File: src/rtl/decode_stage_pkg.sv
// Shared decode encodings: RV32I opcodes, ALU / jump / writeback / memory field codes
// and the packed control bundle carried from decode into execute.
package decode_stage_pkg;

    localparam logic [6:0] OPC_LOAD     = 7'b0000011;
    localparam logic [6:0] OPC_MISC_MEM = 7'b0001111;
    localparam logic [6:0] OPC_OP_IMM   = 7'b0010011;
    localparam logic [6:0] OPC_AUIPC    = 7'b0010111;
    localparam logic [6:0] OPC_STORE    = 7'b0100011;
    localparam logic [6:0] OPC_OP       = 7'b0110011;
    localparam logic [6:0] OPC_LUI      = 7'b0110111;
    localparam logic [6:0] OPC_BRANCH   = 7'b1100011;
    localparam logic [6:0] OPC_JALR     = 7'b1100111;
    localparam logic [6:0] OPC_JAL      = 7'b1101111;
    localparam logic [6:0] OPC_SYSTEM   = 7'b1110011;

    typedef enum logic [3:0] {
        ALU_ADD  = 4'd0,
        ALU_SUB  = 4'd1,
        ALU_SLL  = 4'd2,
        ALU_SLT  = 4'd3,
        ALU_SLTU = 4'd4,
        ALU_XOR  = 4'd5,
        ALU_SRL  = 4'd6,
        ALU_SRA  = 4'd7,
        ALU_OR   = 4'd8,
        ALU_AND  = 4'd9
    } alu_op_e;

    typedef enum logic [1:0] {
        COND_NEVER    = 2'd0,
        COND_ALWAYS   = 2'd1,
        COND_ZERO     = 2'd2,
        COND_NOT_ZERO = 2'd3
    } jump_cond_e;

    typedef enum logic [1:0] {
        RD_SRC_ALU  = 2'd0,
        RD_SRC_DMEM = 2'd1,
        RD_SRC_PC4  = 2'd2
    } rd_src_e;

    typedef enum logic [1:0] {
        A_SRC_RS1  = 2'd0,
        A_SRC_PC   = 2'd1,
        A_SRC_ZERO = 2'd2
    } alu_a_src_e;

    typedef enum logic [1:0] {
        WIDTH_BYTE = 2'd0,
        WIDTH_HALF = 2'd1,
        WIDTH_WORD = 2'd2
    } dmem_width_e;

    typedef enum logic [2:0] {
        IMM_I = 3'd0,
        IMM_S = 3'd1,
        IMM_B = 3'd2,
        IMM_U = 3'd3,
        IMM_J = 3'd4
    } imm_fmt_e;

    // All-zero value of this bundle is the bubble.
    typedef struct packed {
        alu_op_e     alu_op;
        alu_a_src_e  alu_a_src;
        logic        alu_b_src;
        dmem_width_e dmem_width;
        logic        dmem_zero_ext;
        logic        dmem_read;
        logic        dmem_write;
        logic        jump_base_src;
        jump_cond_e  jump_cond;
        logic        rd_wen;
        rd_src_e     rd_src;
    } ctrl_t;

endpackage

File: src/rtl/decode_stage_regfile.sv
// 32x32 integer register file: two combinational read ports with write-through
// bypass, one synchronous write port. Contents are deliberately not reset.
module decode_regfile (
    input  logic        clk,
    input  logic [4:0]  rs1_addr,
    input  logic [4:0]  rs2_addr,
    output logic [31:0] rs1_rdata,
    output logic [31:0] rs2_rdata,
    input  logic        wen,
    input  logic [4:0]  waddr,
    input  logic [31:0] wdata
);

    logic [31:0] mem [32];
    logic        wr_active;

    assign wr_active = wen && (waddr != 5'd0);

    always_ff @(posedge clk) begin
        if (wr_active) begin
            mem[waddr] <= wdata;
        end
    end

    // A same-cycle write wins over the stored value so decode sees fresh data.
    always_comb begin
        rs1_rdata = mem[rs1_addr];
        rs2_rdata = mem[rs2_addr];
        if (wr_active && (waddr == rs1_addr)) rs1_rdata = wdata;
        if (wr_active && (waddr == rs2_addr)) rs2_rdata = wdata;
        if (rs1_addr == 5'd0) rs1_rdata = 32'd0;
        if (rs2_addr == 5'd0) rs2_rdata = 32'd0;
    end

endmodule

File: src/rtl/decode_stage.sv
// RV32I instruction decode stage: control decode, immediate generation, load-use
// hazard detection and the ID/EX pipeline register, around decode_regfile.
module decode_stage
    import decode_stage_pkg::*;
(
    input  logic        clk,
    input  logic        rst,
    input  logic        pipe_flush,
    input  logic [31:0] if_id__pc,
    input  logic [31:0] if_id__ins,
    input  logic        wb_id__rd_wen,
    input  logic [4:0]  wb_id__rd_addr,
    input  logic [31:0] wb_id__rd_wdata,
    output logic [31:0] id_ex__pc,
    output logic [31:0] id_ex__imm,
    output logic [31:0] id_ex__rs1_rdata,
    output logic [31:0] id_ex__rs2_rdata,
    output logic [4:0]  id_ex__rs1_addr,
    output logic [4:0]  id_ex__rs2_addr,
    output logic [4:0]  id_ex__rd_addr,
    output logic [3:0]  id_ex__alu_op,
    output logic [1:0]  id_ex__alu_a_src,
    output logic        id_ex__alu_b_src,
    output logic [1:0]  id_ex__dmem_width,
    output logic        id_ex__dmem_zero_ext,
    output logic        id_ex__dmem_read,
    output logic        id_ex__dmem_write,
    output logic        id_ex__jump_base_src,
    output logic [1:0]  id_ex__jump_cond,
    output logic        id_ex__rd_wen,
    output logic [1:0]  id_ex__rd_src,
    output logic        data_hazard
);

    logic [6:0]  opcode;
    logic [2:0]  funct3;
    logic [4:0]  rs1, rs2, rd;
    logic [31:0] rs1_rdata, rs2_rdata;
    logic [31:0] imm;
    imm_fmt_e    imm_fmt;
    ctrl_t       ctrl;
    logic        rs1_used, rs2_used;
    logic        bubble;

    assign opcode = if_id__ins[6:0];
    assign funct3 = if_id__ins[14:12];
    assign rs1    = if_id__ins[19:15];
    assign rs2    = if_id__ins[24:20];
    assign rd     = if_id__ins[11:7];

    decode_regfile u_regfile (
        .clk       (clk),
        .rs1_addr  (rs1),
        .rs2_addr  (rs2),
        .rs1_rdata (rs1_rdata),
        .rs2_rdata (rs2_rdata),
        .wen       (wb_id__rd_wen),
        .waddr     (wb_id__rd_addr),
        .wdata     (wb_id__rd_wdata)
    );

    function automatic alu_op_e alu_from_funct(input logic [2:0] f3, input logic alt);
        alu_op_e op;
        case (f3)
            3'b000:  op = alt ? ALU_SUB : ALU_ADD;
            3'b001:  op = ALU_SLL;
            3'b010:  op = ALU_SLT;
            3'b011:  op = ALU_SLTU;
            3'b100:  op = ALU_XOR;
            3'b101:  op = alt ? ALU_SRA : ALU_SRL;
            3'b110:  op = ALU_OR;
            default: op = ALU_AND;
        endcase
        return op;
    endfunction

    always_comb begin
        ctrl    = '0;
        imm_fmt = IMM_I;
        case (opcode)
            OPC_OP: begin
                ctrl.alu_op = alu_from_funct(funct3, if_id__ins[30]);
                ctrl.rd_wen = (rd != 5'd0);
            end
            OPC_OP_IMM: begin
                // ins[30] is an immediate bit for ADDI, only a selector for shifts.
                ctrl.alu_op    = alu_from_funct(funct3, (funct3 == 3'b101) && if_id__ins[30]);
                ctrl.alu_b_src = 1'b1;
                ctrl.rd_wen    = (rd != 5'd0);
            end
            OPC_LUI: begin
                imm_fmt        = IMM_U;
                ctrl.alu_a_src = A_SRC_ZERO;
                ctrl.alu_b_src = 1'b1;
                ctrl.rd_wen    = (rd != 5'd0);
            end
            OPC_AUIPC: begin
                imm_fmt        = IMM_U;
                ctrl.alu_a_src = A_SRC_PC;
                ctrl.alu_b_src = 1'b1;
                ctrl.rd_wen    = (rd != 5'd0);
            end
            OPC_JAL: begin
                imm_fmt        = IMM_J;
                ctrl.jump_cond = COND_ALWAYS;
                ctrl.rd_src    = RD_SRC_PC4;
                ctrl.rd_wen    = (rd != 5'd0);
            end
            OPC_JALR: begin
                ctrl.alu_b_src     = 1'b1;
                ctrl.jump_cond     = COND_ALWAYS;
                ctrl.jump_base_src = 1'b1;
                ctrl.rd_src        = RD_SRC_PC4;
                ctrl.rd_wen        = (rd != 5'd0);
            end
            OPC_BRANCH: begin
                imm_fmt = IMM_B;
                case (funct3)
                    3'b000: begin ctrl.alu_op = ALU_SUB;  ctrl.jump_cond = COND_ZERO;     end
                    3'b001: begin ctrl.alu_op = ALU_SUB;  ctrl.jump_cond = COND_NOT_ZERO; end
                    3'b100: begin ctrl.alu_op = ALU_SLT;  ctrl.jump_cond = COND_NOT_ZERO; end
                    3'b101: begin ctrl.alu_op = ALU_SLT;  ctrl.jump_cond = COND_ZERO;     end
                    3'b110: begin ctrl.alu_op = ALU_SLTU; ctrl.jump_cond = COND_NOT_ZERO; end
                    3'b111: begin ctrl.alu_op = ALU_SLTU; ctrl.jump_cond = COND_ZERO;     end
                    default: ctrl = '0;
                endcase
            end
            OPC_LOAD: begin
                if (funct3[1:0] != 2'b11 && !(funct3[2] && funct3[1])) begin
                    ctrl.alu_b_src     = 1'b1;
                    ctrl.dmem_read     = 1'b1;
                    ctrl.dmem_width    = dmem_width_e'(funct3[1:0]);
                    ctrl.dmem_zero_ext = funct3[2];
                    ctrl.rd_src        = RD_SRC_DMEM;
                    ctrl.rd_wen        = (rd != 5'd0);
                end
            end
            OPC_STORE: begin
                imm_fmt = IMM_S;
                if (!funct3[2] && funct3[1:0] != 2'b11) begin
                    ctrl.alu_b_src  = 1'b1;
                    ctrl.dmem_write = 1'b1;
                    ctrl.dmem_width = dmem_width_e'(funct3[1:0]);
                end
            end
            OPC_MISC_MEM, OPC_SYSTEM: ctrl = '0;
            default:                  ctrl = '0;
        endcase
    end

    always_comb begin
        case (imm_fmt)
            IMM_S:   imm = {{20{if_id__ins[31]}}, if_id__ins[31:25], if_id__ins[11:7]};
            IMM_B:   imm = {{19{if_id__ins[31]}}, if_id__ins[31], if_id__ins[7],
                            if_id__ins[30:25], if_id__ins[11:8], 1'b0};
            IMM_U:   imm = {if_id__ins[31:12], 12'd0};
            IMM_J:   imm = {{11{if_id__ins[31]}}, if_id__ins[31], if_id__ins[19:12],
                            if_id__ins[20], if_id__ins[30:21], 1'b0};
            default: imm = {{20{if_id__ins[31]}}, if_id__ins[31:20]};
        endcase
    end

    assign rs1_used = !(opcode == OPC_LUI || opcode == OPC_AUIPC || opcode == OPC_JAL);
    assign rs2_used = (opcode == OPC_OP) || (opcode == OPC_STORE) || (opcode == OPC_BRANCH);

    // Level request: fetch holds if_id__* stable while data_hazard is high; the
    // bubble it inserts clears id_ex__dmem_read, so the stall lasts one cycle.
    assign data_hazard = id_ex__dmem_read && (id_ex__rd_addr != 5'd0) &&
                         ((rs1_used && (rs1 == id_ex__rd_addr)) ||
                          (rs2_used && (rs2 == id_ex__rd_addr)));

    assign bubble = data_hazard || pipe_flush;

    always_ff @(posedge clk or posedge rst) begin
        if (rst) begin
            id_ex__pc            <= '0;
            id_ex__imm           <= '0;
            id_ex__rs1_rdata     <= '0;
            id_ex__rs2_rdata     <= '0;
            id_ex__rs1_addr      <= '0;
            id_ex__rs2_addr      <= '0;
            id_ex__rd_addr       <= '0;
            id_ex__alu_op        <= '0;
            id_ex__alu_a_src     <= '0;
            id_ex__alu_b_src     <= 1'b0;
            id_ex__dmem_width    <= '0;
            id_ex__dmem_zero_ext <= 1'b0;
            id_ex__dmem_read     <= 1'b0;
            id_ex__dmem_write    <= 1'b0;
            id_ex__jump_base_src <= 1'b0;
            id_ex__jump_cond     <= COND_NEVER;
            id_ex__rd_wen        <= 1'b0;
            id_ex__rd_src        <= '0;
        end else begin
            id_ex__pc            <= if_id__pc;
            id_ex__imm           <= imm;
            id_ex__rs1_rdata     <= rs1_rdata;
            id_ex__rs2_rdata     <= rs2_rdata;
            id_ex__rs1_addr      <= rs1;
            id_ex__rs2_addr      <= rs2;
            id_ex__rd_addr       <= rd;
            id_ex__alu_op        <= ctrl.alu_op;
            id_ex__alu_a_src     <= ctrl.alu_a_src;
            id_ex__alu_b_src     <= ctrl.alu_b_src;
            id_ex__dmem_width    <= ctrl.dmem_width;
            id_ex__dmem_zero_ext <= ctrl.dmem_zero_ext;
            id_ex__dmem_read     <= ctrl.dmem_read && !bubble;
            id_ex__dmem_write    <= ctrl.dmem_write && !bubble;
            id_ex__jump_base_src <= ctrl.jump_base_src;
            id_ex__jump_cond     <= bubble ? COND_NEVER : ctrl.jump_cond;
            id_ex__rd_wen        <= ctrl.rd_wen && !bubble;
            id_ex__rd_src        <= ctrl.rd_src;
        end
    end

endmodule

File: config.mk
export PLATFORM = sky130hd
export DESIGN_NAME = decode_stage
export DESIGN_NICKNAME = d
export VERILOG_FILES = /design/src/rtl/decode_stage_pkg.sv /design/src/rtl/decode_stage_regfile.sv /design/src/rtl/decode_stage.sv
export SDC_FILE = /design/constraint.sdc
export NUM_CORES = 1
export LEC_CHECK = 0
export CORE_AREA = 2 2 321 323
export DETAILED_ROUTE_END_ITERATION = 6
export DIE_AREA = 0 0 323 325
export GPL_ROUTABILITY_DRIVEN = 0
export PLACE_DENSITY = 0.77
export SETUP_SLACK_MARGIN = 0.02
export SLEW_MARGIN = 40
export SYNTH_ARGS = -nofsm -noshare
export SYNTH_HDL_FRONTEND = slang
export SYNTH_SLANG_ARGS = --single-unit
File: constraint.sdc
create_clock -name clk -period 5.7 [get_ports clk]
set_input_delay 0.855 -clock clk [delete_from_list [all_inputs] [get_ports clk]]
set_output_delay 0.855 -clock clk [all_outputs]
set_load 0.03 [all_outputs]
* After elaboration in Yosys (flattened, before gate mapping)
Memories as Yosys holds them, arrays and structs flattened.
Index checks and enable logic that the tools add are counted.
W data, S select, Z words.
** Cells by class
- Equality and inequality tests :: 25
- Muxes and demuxes :: 31
- Reduce and logical (&&, ||, !) cells :: 39
** Operators with widths (number)
- $mux W32 :: 4
- $pmux W31 S4 :: 1
- $pmux W4 S7 :: 2
- $eq A7 B6 Y1 const B :: 3
- $eq A7 B7 Y1 const B :: 3
- $eq A5 B5 Y1 :: 4
- $pmux W2 S2 :: 5
- $eq A3 B3 Y1 const B :: 5
- $reduce_bool A5 Y1 :: 3
- $eq A7 B5 Y1 const B :: 2
- $logic_and A1 B1 Y1 :: 14
- $eq A3 B2 Y1 const B :: 4
- $pmux W3 S4 :: 1
- $pmux W4 S3 :: 1
- $logic_not A5 Y1 :: 2
- $reduce_or A2 Y1 :: 5
- $mux W1 :: 9
- $pmux W3 S3 :: 1
- $eq A7 B2 Y1 const B :: 1
- $eq A3 B1 Y1 const B :: 2
- $logic_or A1 B1 Y1 :: 6
- $mux W3 :: 2
- $reduce_or A3 Y1 :: 2
- $reduce_or A6 Y1 :: 1
- 8 further kinds :: 12
** Word-level totals
- Register bits after elaboration :: 161
- Bits in writable memories :: 1024
- Bits of input ports :: 105
- Output and inout bits :: 162
- Logic and storage cells :: 114
- Memories :: 1
** Memory list
- u_regfile.mem :: words 32, width 32, rd ports 2, clocked after Yosys merged registers in 0, write ports 1, line decode_stage_regfile.sv:14 : logic [31:0] mem [32];

* Longest topological paths before layout
Gate-level depths: netlist (run 1).
- Depth after elaboration :: 10
- Mapped depth :: 10
- Depth with buffers taken out :: 5

* Modules after synthesis
Synthesis (run 1) repeated with hierarchy kept, for this count alone.
** Second synthesis, totals
- Cells, all modules :: 2968
- Area, all modules :: 53217.3 µm²
** By module, submodules not included
- decode_regfile :: times used 1, cells each 2678, area an instance 48276.3 µm², seq. area each 30749.5 µm²
- decode_stage :: times used 1, cells each 290, area an instance 4941.0 µm², seq. area each 4028.9 µm²

* Worst setup path after synthesis (run 1)
No wires, ideal clock.
- Path type :: input to register
- Start :: in wb_id__rd_addr[4]
- End :: mem u_regfile.mem[20][0] (enable)
- Library setup time :: 0.421 ns
- Arrival time :: 3.113 ns
- Data required time :: 5.279 ns
- Setup slack :: 2.166 ns
- Stages on the path :: 6
- Buffers on the path :: 2
- Path through :: buf_2 -> or3_4 -> o31ai_1 -> or3_1 -> clkbuf_1 -> nor2_1
** Between the ends
- Cells in the longest elaborated chain, start to end :: 4
** Ends and longest elaborated chain
- start, declared :: line decode_stage.sv:12 : input logic [4:0] wb_id__rd_addr,
- $reduce_bool A5 Y1 :: line decode_stage_regfile.sv:17 : assign wr_active = wen && (waddr != 5'd0);
- $logic_and A1 B1 Y1 :: line decode_stage_regfile.sv:17
- $mux W1 :: line decode_stage_regfile.sv:20 : if (wr_active) begin
- $mux W1 (implied by the code) :: line decode_stage_regfile.sv:21 : mem[waddr] <= wdata;
- end, declared :: line decode_stage_regfile.sv:14
Several ways; a longest one is shown, not always the timed one.

* Final worst setup path (run 1)
- Start :: in if_id__ins[6]
- End :: out data_hazard
** Between the ends
- Cells in the longest elaborated chain, start to end :: 7
- Elaborated cells on any way between the ends :: 15
- Classes of those cells :: eq/ne: 6; reduce/logical: 9
** Ends and longest elaborated chain
- start, declared :: line decode_stage.sv:10 : input logic [31:0] if_id__ins,
- $eq A7 B6 Y1 or $eq A7 B5 Y1 (tied branches) :: line decode_stage.sv:163 : assign rs1_used = !(opcode == OPC_LUI || opcode == OPC_AUIPC || opcode == OPC_JAL);
- $logic_or A1 B1 Y1 (2 in series) :: line decode_stage.sv:163
- $logic_not A1 Y1 :: line decode_stage.sv:163
- $logic_and A1 B1 Y1 :: line decode_stage.sv:169 : ((rs1_used && (rs1 == id_ex__rd_addr)) ||
- $logic_or A1 B1 Y1 * :: line decode_stage.sv:169
- $logic_and A1 B1 Y1 * :: line decode_stage.sv:168 : assign data_hazard = id_ex__dmem_read && (id_ex__rd_addr != 5'd0) &&
- end, declared :: line decode_stage.sv:32 : output logic data_hazard
Every way passes the cells marked *; elsewhere a longest branch is shown, timed or not.

==> impl_results.html, run 1 <==
<table>
<tr><th>Metric</th><th>Value</th></tr>
<tr><th colspan="2">Global routing</th></tr>
<tr><td>Global Route Usage Sum</td><td>30.3%</td></tr>
<tr><td>Pin count of the biggest net entering global routing</td><td>119</td></tr>
<tr><td>Met1 GRT Util</td><td>41.4%</td></tr>
<tr><td>Met3 Use GR</td><td>7.26%</td></tr>
<tr><td>GRT met2 Usage</td><td>47.1%</td></tr>
<tr><td>Global-route wire length before repair</td><td>229000 um</td></tr>
<tr><td>Remaining global-route overflow</td><td>0</td></tr>
<tr><td>Busiest layer in global routing</td><td>met2</td></tr>
<tr><td>Vias in the first global route</td><td>32800</td></tr>
<tr><td>Number of antenna violations at the first check in global routing</td><td>4</td></tr>
<tr><th colspan="2">Floorplanning</th></tr>
<tr><td>Initial Utilization</td><td>52.6%</td></tr>
<tr><td>Die outline area</td><td>105000 sq um</td></tr>
<tr><td>IO Count</td><td>267</td></tr>
<tr><td>Cell row count</td><td>117</td></tr>
<tr><td>Overall die width</td><td>323 um</td></tr>
<tr><td>Area of the core</td><td>101000 sq um</td></tr>
<tr><td>Chip Height</td><td>325 um</td></tr>
<tr><th colspan="2">Synth</th></tr>
<tr><td>Main combinational cell family by area after synthesis</td><td>multiplexers</td></tr>
<tr><td>Post-synth EDFFs</td><td>1024</td></tr>
<tr><td>Most common flop cell mapped by yosys</td><td>sky130_fd_sc_hd__edfxtp_1</td></tr>
<tr><td>Sequential area share after synthesis</td><td>65.2%</td></tr>
<tr><td>Number of distinct library cells after synthesis</td><td>62</td></tr>
<tr><td>Compound-gate portion of the synthesized area</td><td>5.15%</td></tr>
<tr><td>Post-synthesis area per instance</td><td>18.9 sq um</td></tr>
<tr><td>Mapped Area</td><td>53300 sq um</td></tr>
<tr><td>Number of warnings issued by yosys</td><td>0</td></tr>
<tr><td>Xor/xnor cell area share of the yosys netlist</td><td>0.328%</td></tr>
<tr><td>Fraction of the mapped netlist area in adder cells</td><td>0%</td></tr>
<tr><td>Asr flop ratio synth</td><td>13.6%</td></tr>
<tr><td>Post-synthesis sequential element count</td><td>1185</td></tr>
<tr><td>Cell count after synthesis</td><td>2820</td></tr>
<tr><td>Multiplexer share of the synthesized area</td><td>24.5%</td></tr>
<tr><td>Area fraction in and, or, nand and nor cells after synthesis</td><td>2.47%</td></tr>
<tr><th colspan="2">CTS</th></tr>
<tr><td>Largest buffer count on any clock path</td><td>3</td></tr>
<tr><td>TritonCTS buffer count</td><td>119</td></tr>
<tr><td>Post-CTS sizing</td><td>0</td></tr>
<tr><td>H-tree depth</td><td>3</td></tr>
<tr><td>Total clock sinks</td><td>1185</td></tr>
<tr><td>CTS tree</td><td>done</td></tr>
<tr><td>CTS hold repair buffers</td><td>0</td></tr>
<tr><td>Clk root buf</td><td>sky130_fd_sc_hd__clkbuf_16</td></tr>
<tr><td>Worst skew pair latency</td><td>0.72 ns</td></tr>
<tr><td>Buffers inserted by post-CTS timing repair</td><td>0</td></tr>
<tr><td>Clock edge transition at the registers on the reported setup and hold paths</td><td>0.06 ns</td></tr>
<tr><th colspan="2">Routing</th></tr>
<tr><td>Aggregate routed wire length</td><td>160000 um</td></tr>
<tr><td>DRC violation count after routing</td><td>0</td></tr>
<tr><td>Remaining antenna violation count after routing</td><td>0</td></tr>
<tr><td>Via count</td><td>32800</td></tr>
<tr><td>Routed WL per cell</td><td>34.8 um</td></tr>
<tr><td>Average vias per placed instance</td><td>7.15</td></tr>
<tr><td>Number of iterations in the first detailed-routing pass</td><td>7</td></tr>
<tr><td>DRT iter0 DRCs</td><td>5404</td></tr>
<tr><th colspan="2">STA</th></tr>
<tr><td>Slew headroom</td><td>35.9%</td></tr>
<tr><td>Post-Route Hold Slack</td><td>0.385 ns</td></tr>
<tr><td>RSZ-0062 raised after global routing</td><td>false</td></tr>
<tr><td>FMAX</td><td>0.209 GHz</td></tr>
<tr><td>Setup tns final</td><td>0 ns</td></tr>
<tr><td>Final clock skew</td><td>0.0190 ns</td></tr>
<tr><td>Post-route minimum period</td><td>4.78 ns</td></tr>
<tr><td>Slew at the pin closest to its max-slew limit</td><td>0.961 ns</td></tr>
<tr><td>Share of the cycle needed by the critical path after routing</td><td>83.9%</td></tr>
<tr><td>Number of max-slew violations in the final report</td><td>0</td></tr>
<tr><td>Final hold vios</td><td>0</td></tr>
<tr><td>Final setup violation count</td><td>0</td></tr>
<tr><th colspan="2">Setup path</th></tr>
<tr><td>Critical path start-end classification</td><td>primary input to output pin</td></tr>
<tr><td>Crit path max-delay cell type</td><td>sky130_fd_sc_hd__clkdlybuf4s50_1</td></tr>
<tr><td>Worst Setup End Kind</td><td>output pin</td></tr>
<tr><td>Arrival time of the worst setup path</td><td>3.93 ns</td></tr>
<tr><td>Critical register-to-register path startpoint</td><td>id_ex__rd_addr[3]$_DFF_PP0_</td></tr>
<tr><td>Critical Path Start</td><td>if_id__ins[6]</td></tr>
<tr><td>Category of the worst setup path launch point</td><td>primary input</td></tr>
<tr><td>Crit-path max FO</td><td>12</td></tr>
<tr><td>CP Data Required Time</td><td>4.85 ns</td></tr>
<tr><td>Biggest cell delay along the critical path</td><td>0.80 ns</td></tr>
<tr><td>Cell-by-cell trace of the critical path</td><td>clkdlybuf4s50_1 -&gt; and4b_1 -&gt; and4_1 -&gt; or4_1 -&gt; a21oi_1 -&gt; clkdlybuf4s50_1</td></tr>
<tr><td>Crit path top cell by count</td><td>sky130_fd_sc_hd__clkdlybuf4s50_1</td></tr>
<tr><th colspan="2">Place</th></tr>
<tr><td>Half-perimeter wire length after placement</td><td>90400 um</td></tr>
<tr><td>Number of buffer cells added on primary ports</td><td>266</td></tr>
<tr><th colspan="2">Pwr</th></tr>
<tr><td>Reported leakage power</td><td>0.0208 uW</td></tr>
<tr><td>Largest vdd supply drop</td><td>0.276 mV</td></tr>
<tr><td>Pwr dens</td><td>317 nW/um^2</td></tr>
<tr><th colspan="2">Finish</th></tr>
<tr><td>Final net count</td><td>3221</td></tr>
<tr><td>Leading cell types in the layout, fill and taps excluded</td><td>sky130_fd_sc_hd__edfxtp_1, sky130_fd_sc_hd__mux4_2, sky130_fd_sc_hd__clkdlybuf4s50_1</td></tr>
<tr><td>Fraction of final layout cells with drive strength greater than 1</td><td>27.8%</td></tr>
<tr><td>Filler instances</td><td>7023</td></tr>
<tr><td>Storage cell area</td><td>34800 sq um</td></tr>
<tr><td>Area used by multi-input combinational logic</td><td>17800 sq um</td></tr>
<tr><td>Most common library cell in the layout ignoring fill and taps</td><td>sky130_fd_sc_hd__edfxtp_1</td></tr>
<tr><td>Relative area change from synthesis to final layout</td><td>16.0%</td></tr>
<tr><th colspan="2">Job</th></tr>
<tr><td>Count of maximum capacitance violations</td><td>0</td></tr>
<tr><th colspan="2">Hold path</th></tr>
<tr><td>Worst hold-check path type</td><td>primary input to register</td></tr>
<tr><td>Startpoint of the lowest-slack hold path</td><td>if_id__ins[21]</td></tr>
<tr><th colspan="2">Run status</th></tr>
<tr><td>Status</td><td>completed</td></tr>
</table>
-- cell type report --
cell class | count | share of cell area, %
antenna | 1 | 0.00405
clock buffer | 145 | 5.10
clock inverter | 80 | 1.29
inverter | 10 | 0.0850
multi-input combinational | 1434 | 28.7
sequential | 1185 | 56.2
tap | 1368 | 2.77
timing repair buffer | 366 | 5.82
-- Yosys cell counts, types with 37 or more instances --
cell,n,area (sq um)
sky130_fd_sc_hd__o21ai_0,61,305
sky130_fd_sc_hd__edfxtp_1,1024,30700
sky130_fd_sc_hd__o221ai_1,45,394
sky130_fd_sc_hd__mux4_2,455,10200
sky130_fd_sc_hd__mux2i_1,219,2190
sky130_fd_sc_hd__buf_4,37,278
sky130_fd_sc_hd__mux2_2,57,642
sky130_fd_sc_hd__nand2_1,109,409
sky130_fd_sc_hd__buf_2,54,270
sky130_fd_sc_hd__dfrtp_1,161,4030
sky130_fd_sc_hd__nor2_1,57,214
sky130_fd_sc_hd__a21oi_1,58,290
sky130_fd_sc_hd__clkbuf_1,96,360
-- state kept, by name, summed over array words and instances, names as in the netlist --
name	cells
id_ex__dmem_width	2
id_ex__alu_a_src	2
id_ex__jump_base_src	1
id_ex__rs1_rdata	32
id_ex__imm	32
id_ex__dmem_zero_ext	1
u_regfile.mem	1024
id_ex__jump_cond	2
id_ex__rs2_rdata	32
id_ex__alu_b_src	1
id_ex__alu_op	4
id_ex__pc	32
id_ex__dmem_write	1
id_ex__rd_addr	5
id_ex__rs1_addr	5
id_ex__rd_src	2
id_ex__rs2_addr	5
id_ex__dmem_read	1
id_ex__rd_wen	1
-- per-layer routing --
layer	vias to the layer above	share of wire, %
met5	-	0.023
met4	6	4.8
met3	501	14
met2	2841	47
met1	17000	35
li1	12500	-
-- path summary, 6_finish.rpt --
path	to	slack, ns	cells after the start
worst max-delay path	data_hazard	0.92	6
worst min-delay path	id_ex__rs2_addr[1]$_DFF_PP0_	0.39	1
worst max register to register	id_ex__rd_wen$_DFF_PP0_	3.62	5
worst min register to register	id_ex__rs2_rdata[24]$_DFF_PP0_	0.88	4
max in group asynchronous	id_ex__rs1_rdata[19]$_DFF_PP0_	3.92	3
min in group asynchronous	id_ex__pc[29]$_DFF_PP0_	0.59	2
-- through the flow --
stage	cells	power (uW)	setup WS (ns)	util (%)	cell area, sq um
after global placement	4346	11800	1.02	56.9	57700
final	4589	19600	0.915	61.1	61900
after detailed placement	4360	11800	0.969	57.1	57800
after CTS	4585	19600	0.957	61.0	61800
after floorplan	2851	11100	0.497	-	53400
after global routing	4589	20100	0.828	61.1	61900
-- report_power, final --
group          leakage (uW)  switching (uW)  total, uW  internal [uW]
registers            0.0112             103       9740           9630
clock network       0.00193            3380       7920           4540
logic               0.00766            1150       1960            811
total                0.0208            4640      19600          15000
-- worst max-delay path: cells and delay by family --
family | cells | cell delay, ns
AND/OR/NAND/NOR | 3 | 1.10
AO/OA/AOI/OAI | 1 | 0.56
buffers and inverters | 2 | 1.41
-- logic make-up (layout without fill, tap and decap cells) --
| kind of cell | after synthesis | after routing |
|---|---|---|
| buf+inv | 232 | 601 |
| simple gates | 279 | 279 |
| mux | 731 | 731 |
| flops | 1185 | 1185 |
| compound gates | 372 | 372 |
| other cells | 1 | 33 |
| xor+xnor | 20 | 20 |
Power figures use the tool's default switching activity.
==> inputs of run 2 (changes only) <==
- clock period: 5.7 -> 4.9 ns (I/O delays scaled with it)
==> run 2 against run 1 <==
- worst hold slack worse by 0.099 ns
- clock skew up 0.0015 ns
- via count down 0.91%
- sequential share of layout area shrank 0.33 points
- highest routed layer unchanged
==> impl_results.html, run 2 (same netlist as run 1, synthesis figures left out) <==
<table>
<tr><th>Metric</th><th>Value</th></tr>
<tr><th colspan="2">Global routing</th></tr>
<tr><td>Global-route wire length before repair</td><td>228000 um</td></tr>
<tr><td>Number of antenna violations at the first check in global routing</td><td>4</td></tr>
<tr><td>Remaining global-route overflow</td><td>0</td></tr>
<tr><td>Vias in the first global route</td><td>33200</td></tr>
<tr><td>Pin count of the biggest net entering global routing</td><td>106</td></tr>
<tr><td>Global Route Usage Sum</td><td>30.0%</td></tr>
<tr><th colspan="2">STA</th></tr>
<tr><td>FMAX</td><td>0.250 GHz</td></tr>
<tr><td>Number of max-slew violations in the final report</td><td>0</td></tr>
<tr><td>Share of the cycle needed by the critical path after routing</td><td>81.5%</td></tr>
<tr><td>Final worst setup slack</td><td>0.907 ns</td></tr>
<tr><td>RSZ-0062 raised after global routing</td><td>false</td></tr>
<tr><td>Final setup violation count</td><td>0</td></tr>
<tr><td>Slew headroom</td><td>39.8%</td></tr>
<tr><td>Final hold vios</td><td>0</td></tr>
<tr><td>Post-route minimum period</td><td>3.99 ns</td></tr>
<tr><td>Setup tns final</td><td>0 ns</td></tr>
<tr><td>Slew at the pin closest to its max-slew limit</td><td>0.902 ns</td></tr>
<tr><td>Final clock skew</td><td>0.0204 ns</td></tr>
<tr><th colspan="2">CTS</th></tr>
<tr><td>Clock edge transition at the registers on the reported setup and hold paths</td><td>0.06 ns</td></tr>
<tr><td>Largest buffer count on any clock path</td><td>3</td></tr>
<tr><td>Total clock sinks</td><td>1185</td></tr>
<tr><td>CTS hold repair buffers</td><td>0</td></tr>
<tr><td>Worst skew pair latency</td><td>0.72 ns</td></tr>
<tr><td>Post-CTS sizing</td><td>0</td></tr>
<tr><td>TritonCTS buffer count</td><td>116</td></tr>
<tr><td>Buffers inserted by post-CTS timing repair</td><td>0</td></tr>
<tr><td>H-tree depth</td><td>3</td></tr>
<tr><td>Clk root buf</td><td>sky130_fd_sc_hd__clkbuf_16</td></tr>
<tr><td>CTS tree</td><td>done</td></tr>
<tr><th colspan="2">Setup path</th></tr>
<tr><td>Critical path start-end classification</td><td>primary input to output pin</td></tr>
<tr><td>Crit-path max FO</td><td>24</td></tr>
<tr><td>Cell-by-cell trace of the critical path</td><td>clkdlybuf4s50_1 -&gt; nand3b_1 -&gt; nor2_1 -&gt; buf_4 -&gt; or4_1 -&gt; a21oi_1 -&gt; buf_12</td></tr>
<tr><td>Cell count of the worst reg-to-reg path</td><td>5</td></tr>
<tr><td>Crit path max-delay cell type</td><td>sky130_fd_sc_hd__clkdlybuf4s50_1</td></tr>
<tr><td>CP Data Required Time</td><td>4.16 ns</td></tr>
<tr><td>Critical register-to-register path startpoint</td><td>id_ex__rd_addr[3]$_DFF_PP0_</td></tr>
<tr><td>Worst Setup End Kind</td><td>output pin</td></tr>
<tr><td>Arrival time of the worst setup path</td><td>3.26 ns</td></tr>
<tr><td>Worst R2R Setup Slack</td><td>2.80 ns</td></tr>
<tr><td>End of the worst register-to-register path</td><td>id_ex__jump_cond[1]$_DFF_PP0_</td></tr>
<tr><td>Biggest cell delay along the critical path</td><td>0.72 ns</td></tr>
<tr><td>Category of the worst setup path launch point</td><td>primary input</td></tr>
<tr><th colspan="2">Finish</th></tr>
<tr><td>Leading cell types in the layout, fill and taps excluded</td><td>sky130_fd_sc_hd__edfxtp_1, sky130_fd_sc_hd__mux4_2, sky130_fd_sc_hd__clkdlybuf4s50_1</td></tr>
<tr><td>Reg with most FFs</td><td>u_regfile.mem</td></tr>
<tr><td>Fraction of final layout cells with drive strength greater than 1</td><td>28.5%</td></tr>
<tr><td>Most common library cell in the layout ignoring fill and taps</td><td>sky130_fd_sc_hd__edfxtp_1</td></tr>
<tr><td>Largest register FFs</td><td>1024</td></tr>
<tr><td>Final net count</td><td>3225</td></tr>
<tr><td>Relative area change from synthesis to final layout</td><td>16.7%</td></tr>
<tr><th colspan="2">Floorplanning</th></tr>
<tr><td>Overall die width</td><td>323 um</td></tr>
<tr><td>Die outline area</td><td>105000 sq um</td></tr>
<tr><td>Chip Height</td><td>325 um</td></tr>
<tr><td>Initial Utilization</td><td>52.6%</td></tr>
<tr><td>Cell row count</td><td>117</td></tr>
<tr><td>IO Count</td><td>267</td></tr>
<tr><td>Area of the core</td><td>101000 sq um</td></tr>
<tr><th colspan="2">Job</th></tr>
<tr><td>Count of maximum capacitance violations</td><td>0</td></tr>
<tr><th colspan="2">Pwr</th></tr>
<tr><td>Pwr dens</td><td>375 nW/um^2</td></tr>
<tr><td>Largest vdd supply drop</td><td>0.308 mV</td></tr>
<tr><td>Reported leakage power</td><td>0.0209 uW</td></tr>
<tr><th colspan="2">Routing</th></tr>
<tr><td>Average vias per placed instance</td><td>7.08</td></tr>
<tr><td>Via count</td><td>32500</td></tr>
<tr><td>DRT iter0 DRCs</td><td>4806</td></tr>
<tr><td>Number of iterations in the first detailed-routing pass</td><td>6</td></tr>
<tr><td>Remaining antenna violation count after routing</td><td>0</td></tr>
<tr><td>DRC violation count after routing</td><td>0</td></tr>
<tr><td>Aggregate routed wire length</td><td>158000 um</td></tr>
<tr><td>Routed WL per cell</td><td>34.3 um</td></tr>
<tr><th colspan="2">Hold path</th></tr>
<tr><td>Worst hold-check path type</td><td>primary input to register</td></tr>
<tr><td>Worst hold path endpoint</td><td>id_ex__rs2_addr[1]$_DFF_PP0_</td></tr>
<tr><td>Startpoint of the lowest-slack hold path</td><td>if_id__ins[21]</td></tr>
<tr><td>Min-Delay Path Depth</td><td>1</td></tr>
<tr><th colspan="2">Run status</th></tr>
<tr><td>Status</td><td>completed</td></tr>
<tr><th colspan="2">Place</th></tr>
<tr><td>Number of buffer cells added on primary ports</td><td>266</td></tr>
<tr><td>Half-perimeter wire length after placement</td><td>91700 um</td></tr>
<tr><td>Post-placement worst setup slack</td><td>0.856 ns</td></tr>
</table>
## run 2: changes by cell type in the layout (fill, tap and decap cells not counted), moves of 6 or more
cell                         before  now
sky130_fd_sc_hd__buf_12           9   29
sky130_fd_sc_hd__clkinv_1        23    6
sky130_fd_sc_hd__clkbuf_8         6   16
sky130_fd_sc_hd__buf_16           7    0
sky130_fd_sc_hd__clkinvlp_4       6   13
sky130_fd_sc_hd__bufinv_16       13   19
sky130_fd_sc_hd__clkbuf_1        19   13
## run 2: worst max-delay path: cells and delay by family
family                 cells  cell delay [ns]
AOI/OAI and AO/OA          1             0.56
buffers and inverters      3             1.15
and+or+nand+nor            3             0.81
## run 2: worst max-delay path by stage
stage | from | endpoint
floorplan | wb_id__rd_addr[4] | u_regfile.mem[20][0]$_DFFE_PP_
global placement | wb_id__rd_addr[3] | u_regfile.mem[4][23]$_DFFE_PP_
detailed placement | wb_id__rd_addr[3] | u_regfile.mem[24][14]$_DFFE_PP_
CTS | if_id__ins[6] | data_hazard
global route | if_id__ins[6] | data_hazard
finish | if_id__ins[6] | data_hazard
## run 2: layout make-up
class | instances | area (sq um)
Clock buffer | 149 | 3270
Sequential cell | 1185 | 34800
Fill cell | 6931 | 39100
Antenna cell | 1 | 2.50
Clock inverter | 72 | 926
Tap cell | 1368 | 1710
Multi-Input combinational cell | 1434 | 17800
Timing Repair Buffer | 373 | 3730
Inverter | 10 | 43.8
## run 2: per-layer routing
metal	vias up	global-route usage (%)	part of all wire [%]
li1	12500	-	-
met1	16600	39.7	34
met2	2875	46.8	47
met3	505	8.03	14
met4	4	13.9	5.0
met5	-	0	0.017
## run 2: metrics by stage
stage	std cells	total power (uW)	util (%)	instance area (sq um)	hold slack, ns
after global routing	4592	23900	61.4	62200	0.273
after CTS	4589	23400	61.4	62200	0.255
after floorplan	2851	12900	-	53500	0.749
after detailed placement	4368	13800	57.3	58000	0.848
final	4592	23300	61.4	62200	0.286
after global placement	4363	13700	57.3	58100	0.811
## run 2: report_power, final
part | switching [uW] | internal [uW]
Combinational | 1320 | 950
Clock | 3990 | 5730
Sequential | 137 | 11200
Total | 5440 | 17900
